## src/rtl/arith_pkg.sv

```systemverilog
// arith_pkg: shared state encoding and constants for the nibble-serial adder.
package arith_pkg;
    typedef enum logic [1:0] {IDLE = 2'd0, RUN = 2'd1, DONE = 2'd2} state_t;
    localparam int NIBBLE_W = 4;
    localparam logic OP_ADD = 1'b0;
    localparam logic OP_SUB = 1'b1;
endpackage

```

## src/rtl/nibble_serial_add_ctrl_if.sv

```systemverilog
// nibble_serial_add_ctrl_if: request/result handshake bundle for the nibble-serial adder.
interface nibble_serial_add_ctrl_if #(parameter int NIBBLES = 4);
    localparam int W = 4 * NIBBLES;
    logic         in_valid;
    logic         in_ready;
    logic [W-1:0] a;
    logic [W-1:0] b;
    logic         sub;
    logic         out_valid;
    logic         out_ready;
    logic [W-1:0] sum;
    logic         carryout;
    logic         overflow;
    logic         busy;
    modport master (output in_valid, a, b, sub, out_ready,
                    input  in_ready, out_valid, sum, carryout, overflow, busy);
    modport slave  (input  in_valid, a, b, sub, out_ready,
                    output in_ready, out_valid, sum, carryout, overflow, busy);
endinterface

```

## src/rtl/adder_slice4.sv

```systemverilog
// adder_slice4: combinational 4-bit ripple adder; c3 is the carry into bit 3 for overflow.
module adder_slice4 (
    output logic [3:0] sum,
    output logic       carryout,
    output logic       c3,
    input  logic [3:0] a,
    input  logic [3:0] b,
    input  logic       carryin
);
    logic [4:0] c;
    always_comb begin
        c[0] = carryin;
        for (int i = 0; i < 4; i++) begin
            sum[i]   = a[i] ^ b[i] ^ c[i];
            c[i+1]   = (a[i] & b[i]) | (c[i] & (a[i] ^ b[i]));
        end
    end
    assign carryout = c[4];
    assign c3       = c[3];
endmodule

```

## src/rtl/nibble_serial_add_ctrl.sv

```systemverilog
// nibble_serial_add_ctrl: runs a W-bit add/subtract through one 4-bit slice, LSB nibble first.
module nibble_serial_add_ctrl
    import arith_pkg::*;
#(
    parameter int NIBBLES = 4
) (
    input logic                     clk,
    input logic                     reset,
    nibble_serial_add_ctrl_if.slave io
);
    localparam int W  = NIBBLE_W * NIBBLES;
    localparam int IW = $clog2(NIBBLES);

    state_t          state_q, state_d;
    logic [W-1:0]    a_q, a_d, b_q, b_d, sum_q, sum_d;
    logic            sub_q, sub_d, carry_q, carry_d, cout_q, cout_d, ovf_q, ovf_d;
    logic [IW-1:0]   idx_q, idx_d;
    logic [3:0]      s_sum;
    logic            s_co, s_c3, accept;

    adder_slice4 u_slice (
        .sum      (s_sum),
        .carryout (s_co),
        .c3       (s_c3),
        .a        (a_q[idx_q*NIBBLE_W +: NIBBLE_W]),
        .b        (b_q[idx_q*NIBBLE_W +: NIBBLE_W] ^ {NIBBLE_W{sub_q == OP_SUB}}),
        .carryin  (carry_q)
    );

    // DONE with a simultaneous handshake and new request chains straight into RUN
    assign accept = io.in_valid & (state_q == IDLE | (state_q == DONE & io.out_ready));

    always_comb begin
        state_d = state_q;
        a_d     = a_q;
        b_d     = b_q;
        sub_d   = sub_q;
        idx_d   = idx_q;
        carry_d = carry_q;
        sum_d   = sum_q;
        cout_d  = cout_q;
        ovf_d   = ovf_q;
        if (accept) begin
            state_d = RUN;
            a_d     = io.a;
            b_d     = io.b;
            sub_d   = io.sub;
            idx_d   = '0;
            carry_d = io.sub;
        end else if (state_q == DONE && io.out_ready) begin
            state_d = IDLE;
        end else if (state_q == RUN) begin
            sum_d[idx_q*NIBBLE_W +: NIBBLE_W] = s_sum;
            carry_d = s_co;
            idx_d   = idx_q + 1'b1;
            if (idx_q == IW'(NIBBLES - 1)) begin
                idx_d   = '0;
                cout_d  = s_co;
                ovf_d   = s_c3 ^ s_co;
                state_d = DONE;
            end
        end
    end

    always_ff @(posedge clk or posedge reset) begin
        if (reset) begin
            state_q <= IDLE;
            a_q     <= '0;
            b_q     <= '0;
            sub_q   <= 1'b0;
            idx_q   <= '0;
            carry_q <= 1'b0;
            sum_q   <= '0;
            cout_q  <= 1'b0;
            ovf_q   <= 1'b0;
        end else begin
            state_q <= state_d;
            a_q     <= a_d;
            b_q     <= b_d;
            sub_q   <= sub_d;
            idx_q   <= idx_d;
            carry_q <= carry_d;
            sum_q   <= sum_d;
            cout_q  <= cout_d;
            ovf_q   <= ovf_d;
        end
    end

    assign io.in_ready  = state_q == IDLE || (state_q == DONE && io.out_ready);
    assign io.out_valid = state_q == DONE;
    assign io.busy      = state_q == RUN;
    assign io.sum       = sum_q;
    assign io.carryout  = cout_q;
    assign io.overflow  = ovf_q;
endmodule

```

## src/flat_wrapper.sv

```systemverilog
// flat-port wrapper written by rule: the top's interface ports become plain ports
module nibble_serial_add_ctrl_flat import arith_pkg::*;
#(
    parameter int NIBBLES = 4
)
  (clk, reset, io_in_valid, io_a, io_b, io_sub, io_out_ready, io_in_ready, io_out_valid, io_sum, io_carryout, io_overflow, io_busy);
  nibble_serial_add_ctrl_if #(.NIBBLES(NIBBLES)) io_i ();
  input logic clk;
  input logic reset;
  input wire logic [$bits(io_i.in_valid)-1:0] io_in_valid;
  input wire logic [$bits(io_i.a)-1:0] io_a;
  input wire logic [$bits(io_i.b)-1:0] io_b;
  input wire logic [$bits(io_i.sub)-1:0] io_sub;
  input wire logic [$bits(io_i.out_ready)-1:0] io_out_ready;
  output wire logic [$bits(io_i.in_ready)-1:0] io_in_ready;
  output wire logic [$bits(io_i.out_valid)-1:0] io_out_valid;
  output wire logic [$bits(io_i.sum)-1:0] io_sum;
  output wire logic [$bits(io_i.carryout)-1:0] io_carryout;
  output wire logic [$bits(io_i.overflow)-1:0] io_overflow;
  output wire logic [$bits(io_i.busy)-1:0] io_busy;
  assign io_i.in_valid = io_in_valid;
  assign io_i.a = io_a;
  assign io_i.b = io_b;
  assign io_i.sub = io_sub;
  assign io_i.out_ready = io_out_ready;
  assign io_in_ready = io_i.in_ready;
  assign io_out_valid = io_i.out_valid;
  assign io_sum = io_i.sum;
  assign io_carryout = io_i.carryout;
  assign io_overflow = io_i.overflow;
  assign io_busy = io_i.busy;
  nibble_serial_add_ctrl #(.NIBBLES(NIBBLES)) u_core (.clk(clk), .reset(reset), .io(io_i));
endmodule
```

## config.mk

```make
export PLATFORM = sky130hd
export DESIGN_NAME = nibble_serial_add_ctrl_flat
export DESIGN_NICKNAME = d
export VERILOG_FILES = /design/src/rtl/arith_pkg.sv /design/src/rtl/nibble_serial_add_ctrl_if.sv /design/src/rtl/adder_slice4.sv /design/src/rtl/nibble_serial_add_ctrl.sv /design/src/flat_wrapper.sv
export SDC_FILE = /design/constraint.sdc
export NUM_CORES = 1
export LEC_CHECK = 0
export ABC_AREA = 0
export ABC_CLOCK_PERIOD_IN_PS = 2830
export BUFFER_PORTS_ARGS = -buffer_cell sky130_fd_sc_hd__buf_2
export CAP_MARGIN = 20
export CORE_UTILIZATION = 45
export CTS_CLUSTER_DIAMETER = 120
export CTS_CLUSTER_SIZE = 16
export DETAILED_ROUTE_END_ITERATION = 6
export PLACE_DENSITY = 0.82
export SLEW_MARGIN = 20
export SYNTH_ARGS = -nofsm -noshare
export SYNTH_HDL_FRONTEND = slang
export SYNTH_SLANG_ARGS = --single-unit
```

## constraint.sdc

```tcl
create_clock -name clk -period 2.83 [get_ports clk]
set_clock_uncertainty 0.1 [all_clocks]
set_input_delay 0.566 -clock clk [delete_from_list [all_inputs] [get_ports clk]]
set_output_delay 0.566 -clock clk [all_outputs]
set_load 0.1 [all_outputs]
```

==> out/qor.txt, run 1 <==
ys flop type: dfrtp_1
sequential share of the synthesized area: 53.3%
post-route setup TNS: -14.1 ps
CP endpoint kind: register
DR pass1 iterations: 4
worst hold path class: input pin to asynchronous set/reset pin
synthesized flop and latch total: 56
Ys Warns: 0
capture point of the worst reg-to-reg path: u_core.io.sum[15]$_DFFE_PP0P_
Via density: 5.26
clk_lat worst skew: 310 ps
RSZ-0062 raised after global routing: true
syn_nets: 234
Core Footprint: 5570 µm²
buffer levels on the longest clock path: 2
Final Hold Violating Endpoints: 0
layout cells sized above 1: 49.6%
Vias: 1705
Post-DP HPWL: 3750 µm
post-layout util: 56.7%
EDFF count, synth: 0
row count: 27
CTS root buffer: clkbuf_8
ys async rst share: 100%
Placement Setup Slack: -39.7 ps
Die Wd: 78.5 µm
initial antenna violation count: 0
Port Buffers: 57
I/O Pins: 58
worst r2r src: u_core.idx_q[0]$_DFFE_PP0P_
largest net degree at the start of global routing: 57
Post-Layout Cell Count: 324
Initial Util: 47.2%
Netlist Area Pre-Place: 2630 µm²
Max Cap Viol: 0
gr ovfl total: 0
top cells by count, synth: dfrtp_1, mux2_2, nand2_1
fill cell count: 478
syn avg cell area: 14.1 µm²
Final Critical Period: 2840 ps
met2 Use GR: 31.1%
Yosys cell types: 32
Area contributors post-synth: dfrtp_1, mux2_2, mux4_2
cell taking the most area after synthesis: dfrtp_1
CTS clk-pin slew, worst paths: 100 ps
post-placement cell count: 314
Sink Count: 56
gr usage total: 18.9%
f_max: 0.352 GHz
violated checks: negative setup slack
Antenna Cells: 0
met1 GRT Util: 24.6%
first-pass GRT wire length: 8700 µm
Req. time, crit path: 2970 ps
CTS tree: yes
Post-Route WL: 5120 µm
Startpoint Class: register
reg2reg path depth: 8
critical path type: register to register
Final WS setup: -9.45 ps
most used routing layer: met2
vias in the first global route: 1762
M3 GR Usage: 5.58%
die span in y: 78.5 µm
maximum fanout along the worst path: 4
count leader, synth: dfrtp_1
Final Max Slew Viols: 0
cell count after synthesis: 187
Iter 0 DRT Violations: 78
H-tree depth: 2
Layout area overhead: 20.2%
placer congestion estimate: 0.784
WL/cell: 15.8 µm
Final #Nets: 298
CTS Buf Count: 5
crit path DAT: 2980 ps
die area: 6160 µm²
# hold bufs at CTS: 0
drt drc: 0
top-area cell type share of the netlist area: 53.3%
final worst path period share: 100%
slew at the pin closest to its max-slew limit: 685 ps
Slew HR: 54.3%
status: finished with violations
count of final setup violators: 2
Final ANT Viol Nets: 0
register-to-register setup slack: -9 ps
==> layout make-up <==
cell class | instances | area (µm²) | area share [%]
clock buffer | 6 | 72.6 | 2.30
clock inverter | 2 | 38.8 | 1.23
inverter | 10 | 37.5 | 1.19
multi-input combinational | 112 | 1160 | 36.6
sequential | 56 | 1400 | 44.3
tap | 72 | 90.1 | 2.85
timing repair buffer | 66 | 365 | 11.6
==> critical path: stages (launching register included) <==
cell	delay [ps]
dfrtp_1	380
mux4_2	530
xor2_2	170
fa_2	350
fa_2	340
inv_2	60
fa_2	200
fa_2	490
o2bb2ai_1	160
==> layout by cell type (no fill, tap or decap), types with 2 or more instances in the layout <==
cell / netlist / final
buf_2: 3 / 57
dfrtp_1: 56 / 56
mux2_2: 32 / 32
nand2_1: 13 / 13
mux4_2: 8 / 8
a22o_1: 8 / 8
buf_4: 1 / 8
inv_1: 9 / 7
ha_1: 6 / 6
clkbuf_8: 0 / 5
nand3b_1: 4 / 4
o21ai_0: 7 / 4
fa_2: 0 / 4
xnor2_1: 3 / 3
o2bb2ai_1: 4 / 3
a21oi_1: 2 / 2
mux2_1: 2 / 2
nor2_1: 2 / 2
mux2i_1: 2 / 2
xor2_2: 0 / 2
inv_2: 0 / 2
nor2b_1: 2 / 2
nor3b_1: 2 / 2
nand4_1: 2 / 2
o21ai_1: 0 / 2
==> how the worst max path moves through the flow <==
stage	endpoint	startpoint	slack, ps
finish	u_core.io.sum[15]$_DFFE_PP0P_	u_core.idx_q[0]$_DFFE_PP0P_	-9
global route	u_core.io.sum[15]$_DFFE_PP0P_	u_core.idx_q[0]$_DFFE_PP0P_	-100
CTS	u_core.io.sum[7]$_DFFE_PP0P_	u_core.idx_q[0]$_DFFE_PP0P_	3
detailed placement	u_core.io.sum[7]$_DFFE_PP0P_	u_core.idx_q[0]$_DFFE_PP0P_	-40
global placement	u_core.io.sum[15]$_DFFE_PP0P_	u_core.idx_q[0]$_DFFE_PP0P_	9
floorplan	u_core.io.sum[11]$_DFFE_PP0P_	u_core.idx_q[0]$_DFFE_PP0P_	-100
==> kinds of logic after synthesis <==
| family | synth area share [%] |
|---|---|
| compound gates | 6.75 |
| simple gates | 6.13 |
| mux | 22.2 |
| flops | 53.3 |
| xor+xnor | 1.66 |
| fa+ha+maj | 5.90 |
| buf+inv | 4.14 |
==> per-stage QoR <==
stage,hold slack (ps),cell area [µm²]
2_1_floorplan,353,2650
3_3_place_gp,362,3010
3_5_place_dp,379,3010
4_1_cts,356,3150
5_1_grt,347,3160
6_report,334,3160
==> timing repair <==
| item | in CTS | in global routing |
|---|---|---|
| endpoints found under the setup margin | 4 | 5 |
| resized for setup | 4 | 0 |
| setup buffers | 1 | 1 |
| pin swaps | 6 | 2 |
==> registers in the layout, indices dropped and copies added, names as in the netlist <==
signal and cells:
u_core.a_q 16, u_core.b_q 16, u_core.carry_q 1, u_core.idx_q 2
u_core.io.carryout 1, u_core.io.overflow 1, u_core.io.sum 16, u_core.state_q 2
u_core.sub_q 1
==> metal layers <==
metal	share of wire, %	vias up
met5	0	-
met4	0.90	0
met3	4.4	5
met2	50	47
met1	45	859
li1	-	794
Power of run 1 is left out: the tool's default activity adds up to more than one toggle a clock period on the data nets, which glitch-free logic cannot reach.
==> run 2, diff against run 1 <==
--- a/config.mk
+++ b/config.mk
@@ -9,11 +9,11 @@
 export ABC_CLOCK_PERIOD_IN_PS = 2830
 export BUFFER_PORTS_ARGS = -buffer_cell sky130_fd_sc_hd__buf_2
 export CAP_MARGIN = 20
-export CORE_UTILIZATION = 45
+export CORE_UTILIZATION = 48
 export CTS_CLUSTER_DIAMETER = 120
 export CTS_CLUSTER_SIZE = 16
 export DETAILED_ROUTE_END_ITERATION = 6
-export PLACE_DENSITY = 0.82
+export PLACE_DENSITY_LB_ADDON = 0.3
 export SLEW_MARGIN = 20
 export SYNTH_ARGS = -nofsm -noshare
 export SYNTH_HDL_FRONTEND = slang
==> out/qor.txt, run 2 (same netlist as run 1, synthesis figures left out) <==
status: completed
placer congestion estimate: 0.765 (-2.5%)
CTS tree: yes
Slew HR: 67.2% (+13 points)
CP delay by family, top: adder cells
RSZ-0062 raised after global routing: true
die span in y: 76.0 µm (-3.1%)
Port Buffers: 57 (unchanged)
H-tree depth: 2 (unchanged)
Antenna Cells: 0 (unchanged)
maximum fanout along the worst path: 4 (unchanged)
met1 GRT Util: 25.2% (+0.62 points)
DR pass1 iterations: 4 (unchanged)
Layout area overhead: 21.4%
CTS root buffer: clkbuf_8
Vias: 1705 (unchanged)
most frequent cells in the layout: buf_2, dfrtp_1, mux2_2, nand2_1
CP max-delay cell: mux4_2
Final Critical Period: 2830 ps (-11.9 ps)
row count: 26 (-3.7%)
WL/cell: 15.4 µm (-2.7%)
WHS: 159 ps (-176 ps)
CP endpoint kind: register
CTS clk-pin slew, worst paths: 100 ps (about the same)
layout cells sized above 1: 49.4% (-0.20 points)
slew at the pin closest to its max-slew limit: 495 ps (-190 ps)
final worst path period share: 99.9% (-0.42 points)
largest net degree at the start of global routing: 38 (-33%)
Final #Nets: 297 (-0.34%)
Critical path origin: u_core.idx_q[0]$_DFFE_PP0P_
Final ANT Viol Nets: 0 (unchanged)
critical path type: register to register
Req. time, crit path: 2970 ps (about the same)
Die Wd: 76.0 µm (-3.1%)
most frequent CP cell: fa_2
f_max: 0.354 GHz (+0.42%)
Post-Layout Cell Count: 321 (-0.93%)
worst r2r src: u_core.idx_q[0]$_DFFE_PP0P_
met2 Use GR: 31.1% (+0.038 points)
Initial Util: 50.6% (+3.3 points)
Iter 0 DRT Violations: 79 (+1.3%)
Max Cap Viol: 0 (unchanged)
I/O Pins: 58 (unchanged)
gr ovfl total: 0 (unchanged)
Post-Route WL: 4930 µm (-3.6%)
worst hold path class: input pin to asynchronous set/reset pin
commonest non-fill, non-tap cell in the layout: buf_2
worst path cell trace: mux4_2 -> xor2_2 -> fa_2 -> fa_2 -> inv_2 -> fa_2 -> fa_2 -> o21ai_1
drt drc: 0 (unchanged)
most used routing layer: met2
crit path DAT: 2970 ps (about the same)
Core Footprint: 5200 µm² (-6.6%)
M3 GR Usage: 4.55% (-1.0 points)
Sink Count: 56 (unchanged)
count of final setup violators: 0 (-2)
vias in the first global route: 1754 (-0.45%)
post-placement cell count: 312 (-0.64%)
Post-DP HPWL: 3690 µm (-1.7%)
gr usage total: 19.1% (+0.25 points)
initial antenna violation count: 0 (unchanged)
clk_lat worst skew: 310 ps (about the same)
first-pass GRT wire length: 8540 µm (-1.9%)
post-route setup TNS: 0 ps (+14.1 ps)
fill cell count: 407 (-15%)
buffer levels on the longest clock path: 2 (unchanged)
CTS Buf Count: 5 (unchanged)
die area: 5780 µm² (-6.1%)
Startpoint Class: register
Worst Path Buf+Inv: 1 (unchanged)
Final Max Slew Viols: 0 (unchanged)
Crit path largest cell delay: 530 ps (about the same)
Final Hold Violating Endpoints: 0 (unchanged)
Via density: 5.31 (+0.93%)
# hold bufs at CTS: 0 (unchanged)
## run 2: changes by cell type in the layout (fill, tap and decap cells not counted)
cell	delta
bufinv_16	+2
buf_4	-1
clkbuf_1	-1
inv_6	-1
o21ai_1	+1
o21ai_2	-1
## run 2: cell type report
cell class                      instances  area, µm²  area share, %
Sequential cell                        56       1400           43.9
Multi-Input combinational cell        112       1150           36.1
Timing Repair Buffer                   65        358           11.2
Clock inverter                          3       90.1           2.82
Tap cell                               70       87.6           2.74
Clock buffer                            5       68.8           2.15
Inverter                               10       37.5           1.17
## run 2: routing by layer
layer / wire [µm] / part of all wire, % / vias to the layer above
met5: 0 / 0 / -
met4: 70 / 1.4 / 0
met3: 204 / 4.1 / 8
met2: 2500 / 51 / 46
met1: 2160 / 44 / 860
li1: - / - / 791
## run 2: worst register-to-register path, delay by kind of cell, from the launching register on
kind	cells	cell delay, ps
mux	1	530
buf+inv	1	70
fa+ha+maj	4	1370
flops	1	370
xor+xnor	1	170
compound gates	1	150
## run 2: final timing paths
check	end	slack [ps]	cells after the start
worst min-delay path	u_core.b_q[3]$_DFFE_PP0P_	160	2
worst min register to register	u_core.io.sum[6]$_DFFE_PP0P_	380	2
worst max-delay path	u_core.io.sum[11]$_DFFE_PP0P_	2	8
max in group asynchronous	u_core.idx_q[1]$_DFFE_PP0P_	1930	3
min in group clk	u_core.a_q[9]$_DFFE_PP0P_	370	2
worst max register to register	u_core.io.sum[11]$_DFFE_PP0P_	2	8
## run 2: per-stage QoR
| step | util, % | setup WS, ps | cell area, µm² |
|---|---|---|---|
| 2_1_floorplan | - | -101 | 2650 |
| 3_3_place_gp | 57.8 | 12.8 | 3010 |
| 3_5_place_dp | 57.8 | -61.8 | 3010 |
| 4_1_cts | 61.4 | 1.92 | 3200 |
| 5_1_grt | 61.4 | -87.7 | 3200 |
| 6_report | 61.4 | 2.49 | 3200 |
## run 2: timing repair
action	CTS	global route
endpoints found under the setup margin	6	6
buffers inserted	1	0
pin swaps	4	1
gates resized for setup	3	0
Power of run 2 is left out for the same reason.
==> run 3, diff against run 2 <==
==> constraint.sdc (replaced) <==
create_clock -name clk -period 2.83 [get_ports clk]
set_clock_uncertainty 0.1 [all_clocks]
set_input_delay 0.1415 -clock clk [delete_from_list [all_inputs] [get_ports clk]]
set_output_delay 0.1415 -clock clk [all_outputs]
set_load 0.1 [all_outputs]
==> out/qor.txt, run 3 (same netlist as run 1, synthesis figures left out) <==
Layout area overhead: 32.6%
H-tree depth: 2 (unchanged)
clk_lat worst skew: 310 ps (about the same)
count of final setup violators: 5 (+5)
CTS tree: yes
die span in y: 76.0 µm (unchanged)
commonest non-fill, non-tap cell in the layout: buf_2
Iter 0 DRT Violations: 74 (-6.3%)
Die Wd: 76.0 µm (unchanged)
cell area after layout: 3490 µm² (+9.2%)
status: finished with violations
row count: 26 (unchanged)
first-pass GRT wire length: 9270 µm (+8.6%)
Placement Setup Slack: -65.7 ps (-3.89 ps)
worst hold path class: input pin to register
initial antenna violation count: 0 (unchanged)
layout cells sized above 1: 43.3% (-6.1 points)
die area: 5780 µm² (unchanged)
slew at the pin closest to its max-slew limit: 684 ps (+189 ps)
vias in the first global route: 1960 (+12%)
CTS root buffer: clkbuf_8
post-route setup TNS: -243 ps (-243 ps)
Port Buffers: 57 (unchanged)
placer congestion estimate: 0.759 (-0.75%)
gr usage total: 20.6% (+1.5 points)
Core Footprint: 5200 µm² (unchanged)
Post-DP HPWL: 3690 µm (about the same)
placed cell area: 3000 µm² (-0.17%)
drt drc: 0 (unchanged)
I/O Pins: 58 (unchanged)
buffer levels on the longest clock path: 2 (unchanged)
Initial Util: 50.6% (unchanged)
Final WS setup: -60.7 ps (-63.2 ps)
Startpoint Class: register
Antenna Cells: 0 (unchanged)
Slew HR: 54.4% (-13 points)
critical path type: register to register
maximum fanout along the worst path: 4 (unchanged)
Post-Route WL: 5280 µm (+7.0%)
final worst path period share: 102% (+2.2 points)
RSZ-0062 raised after global routing: true
CTS Buf Count: 5 (unchanged)
most frequent cells in the layout: buf_2, dfrtp_1, dlygate4sd3_1, mux2_2, nand2_1
Req. time, crit path: 2960 ps (about the same)
CP endpoint kind: register
Final ANT Viol Nets: 0 (unchanged)
Crit path largest cell delay: 540 ps (about the same)
WL/cell: 14.9 µm (-3.0%)
Final Critical Period: 2890 ps (+63.2 ps)
Post-CTS Setup Inserts: 0 (-1)
post-placement cell count: 313 (+0.32%)
Max Cap Viol: 0 (unchanged)
Final #Nets: 331 (+11%)
DR pass1 iterations: 6 (+2)
CP max-delay cell: mux4_2
worst path cell trace: mux4_2 -> xor2_2 -> fa_2 -> fa_2 -> inv_2 -> fa_2 -> fa_2 -> o2bb2ai_1
Final Max Slew Viols: 0 (unchanged)
largest net degree at the start of global routing: 38 (unchanged)
most frequent CP cell: fa_2
Final Hold Violating Endpoints: 0 (unchanged)
CTS clk-pin slew, worst paths: 100 ps (about the same)
Vias: 1802 (+5.7%)
crit path DAT: 3020 ps (+50 ps)
gr ovfl total: 0 (unchanged)
Post-Layout Cell Count: 354 (+10%)
Sink Count: 56 (unchanged)
f_max: 0.346 GHz (-2.2%)
Via density: 5.09 (-4.2%)
violated checks: negative setup slack
==> run 3: cell count changes in the layout (fill, tap and decap cells not counted), sizes merged <==
cell	previous run	this run
dlygate4sd3	0	34
bufinv	3	2
==> run 3: worst paths after layout <==
path                                                   start                       endpoint  slack (ps)  cells after the start
worst max register to register   u_core.idx_q[0]$_DFFE_PP0P_   u_core.io.sum[3]$_DFFE_PP0P_         -60                      8
max in group asynchronous                              reset   u_core.io.sum[1]$_DFFE_PP0P_        1610                      4
worst min-delay path                            io_out_ready  u_core.state_q[1]$_DFFE_PP0P_         110                      4
worst max-delay path             u_core.idx_q[0]$_DFFE_PP0P_   u_core.io.sum[3]$_DFFE_PP0P_         -60                      8
min in group asynchronous                              reset  u_core.io.sum[12]$_DFFE_PP0P_         380                      3
worst min register to register  u_core.io.sum[6]$_DFFE_PP0P_   u_core.io.sum[6]$_DFFE_PP0P_         380                      2
==> run 3: layout make-up <==
class	count	area (µm²)
clock buffer	5	68.8
clock inverter	2	60.1
fill	400	1720
inverter	10	37.5
multi-input combinational	112	1150
sequential	56	1400
tap	70	87.6
timing repair buffer	99	686
==> run 3: per-stage QoR <==
stage	hold WS, ps	util (%)
2_1_floorplan	176	-
3_3_place_gp	197	57.7
3_5_place_dp	186	57.7
5_1_grt	150	67.0
6_report	108	67.0
4_1_cts	106	66.9
==> run 3: timing repair <==
action / 4_1_cts / 5_1_grt
pin swaps: 5 / 0
resized for setup: 1 / 2
hold buffers: 34 / 0
endpoints found under the setup margin: 6 / 6
cloned: 0 / 0
endpoints found under the hold margin: 65 / 0
==> run 3: metal layers <==
| metal | wire [µm] | vias to the layer above | share of wire (%) | track usage (%) |
|---|---|---|---|---|
| met3 | 156 | 8 | 3.0 | 4.07 |
| met5 | 0 | - | 0 | 0 |
| met1 | 2320 | 900 | 44 | 26.1 |
| met4 | 60 | 0 | 1.1 | 5.19 |
| li1 | - | 852 | - | - |
| met2 | 2740 | 42 | 52 | 36.4 |
==> run 3: critical path, delay by kind of cell (launching register included) <==
family | cells | cell delay (ps)
compound gates | 1 | 140
flops | 1 | 390
buf+inv | 1 | 80
fa+ha+maj | 4 | 1400
xor+xnor | 1 | 170
mux | 1 | 540
Power of run 3 is left out for the same reason.
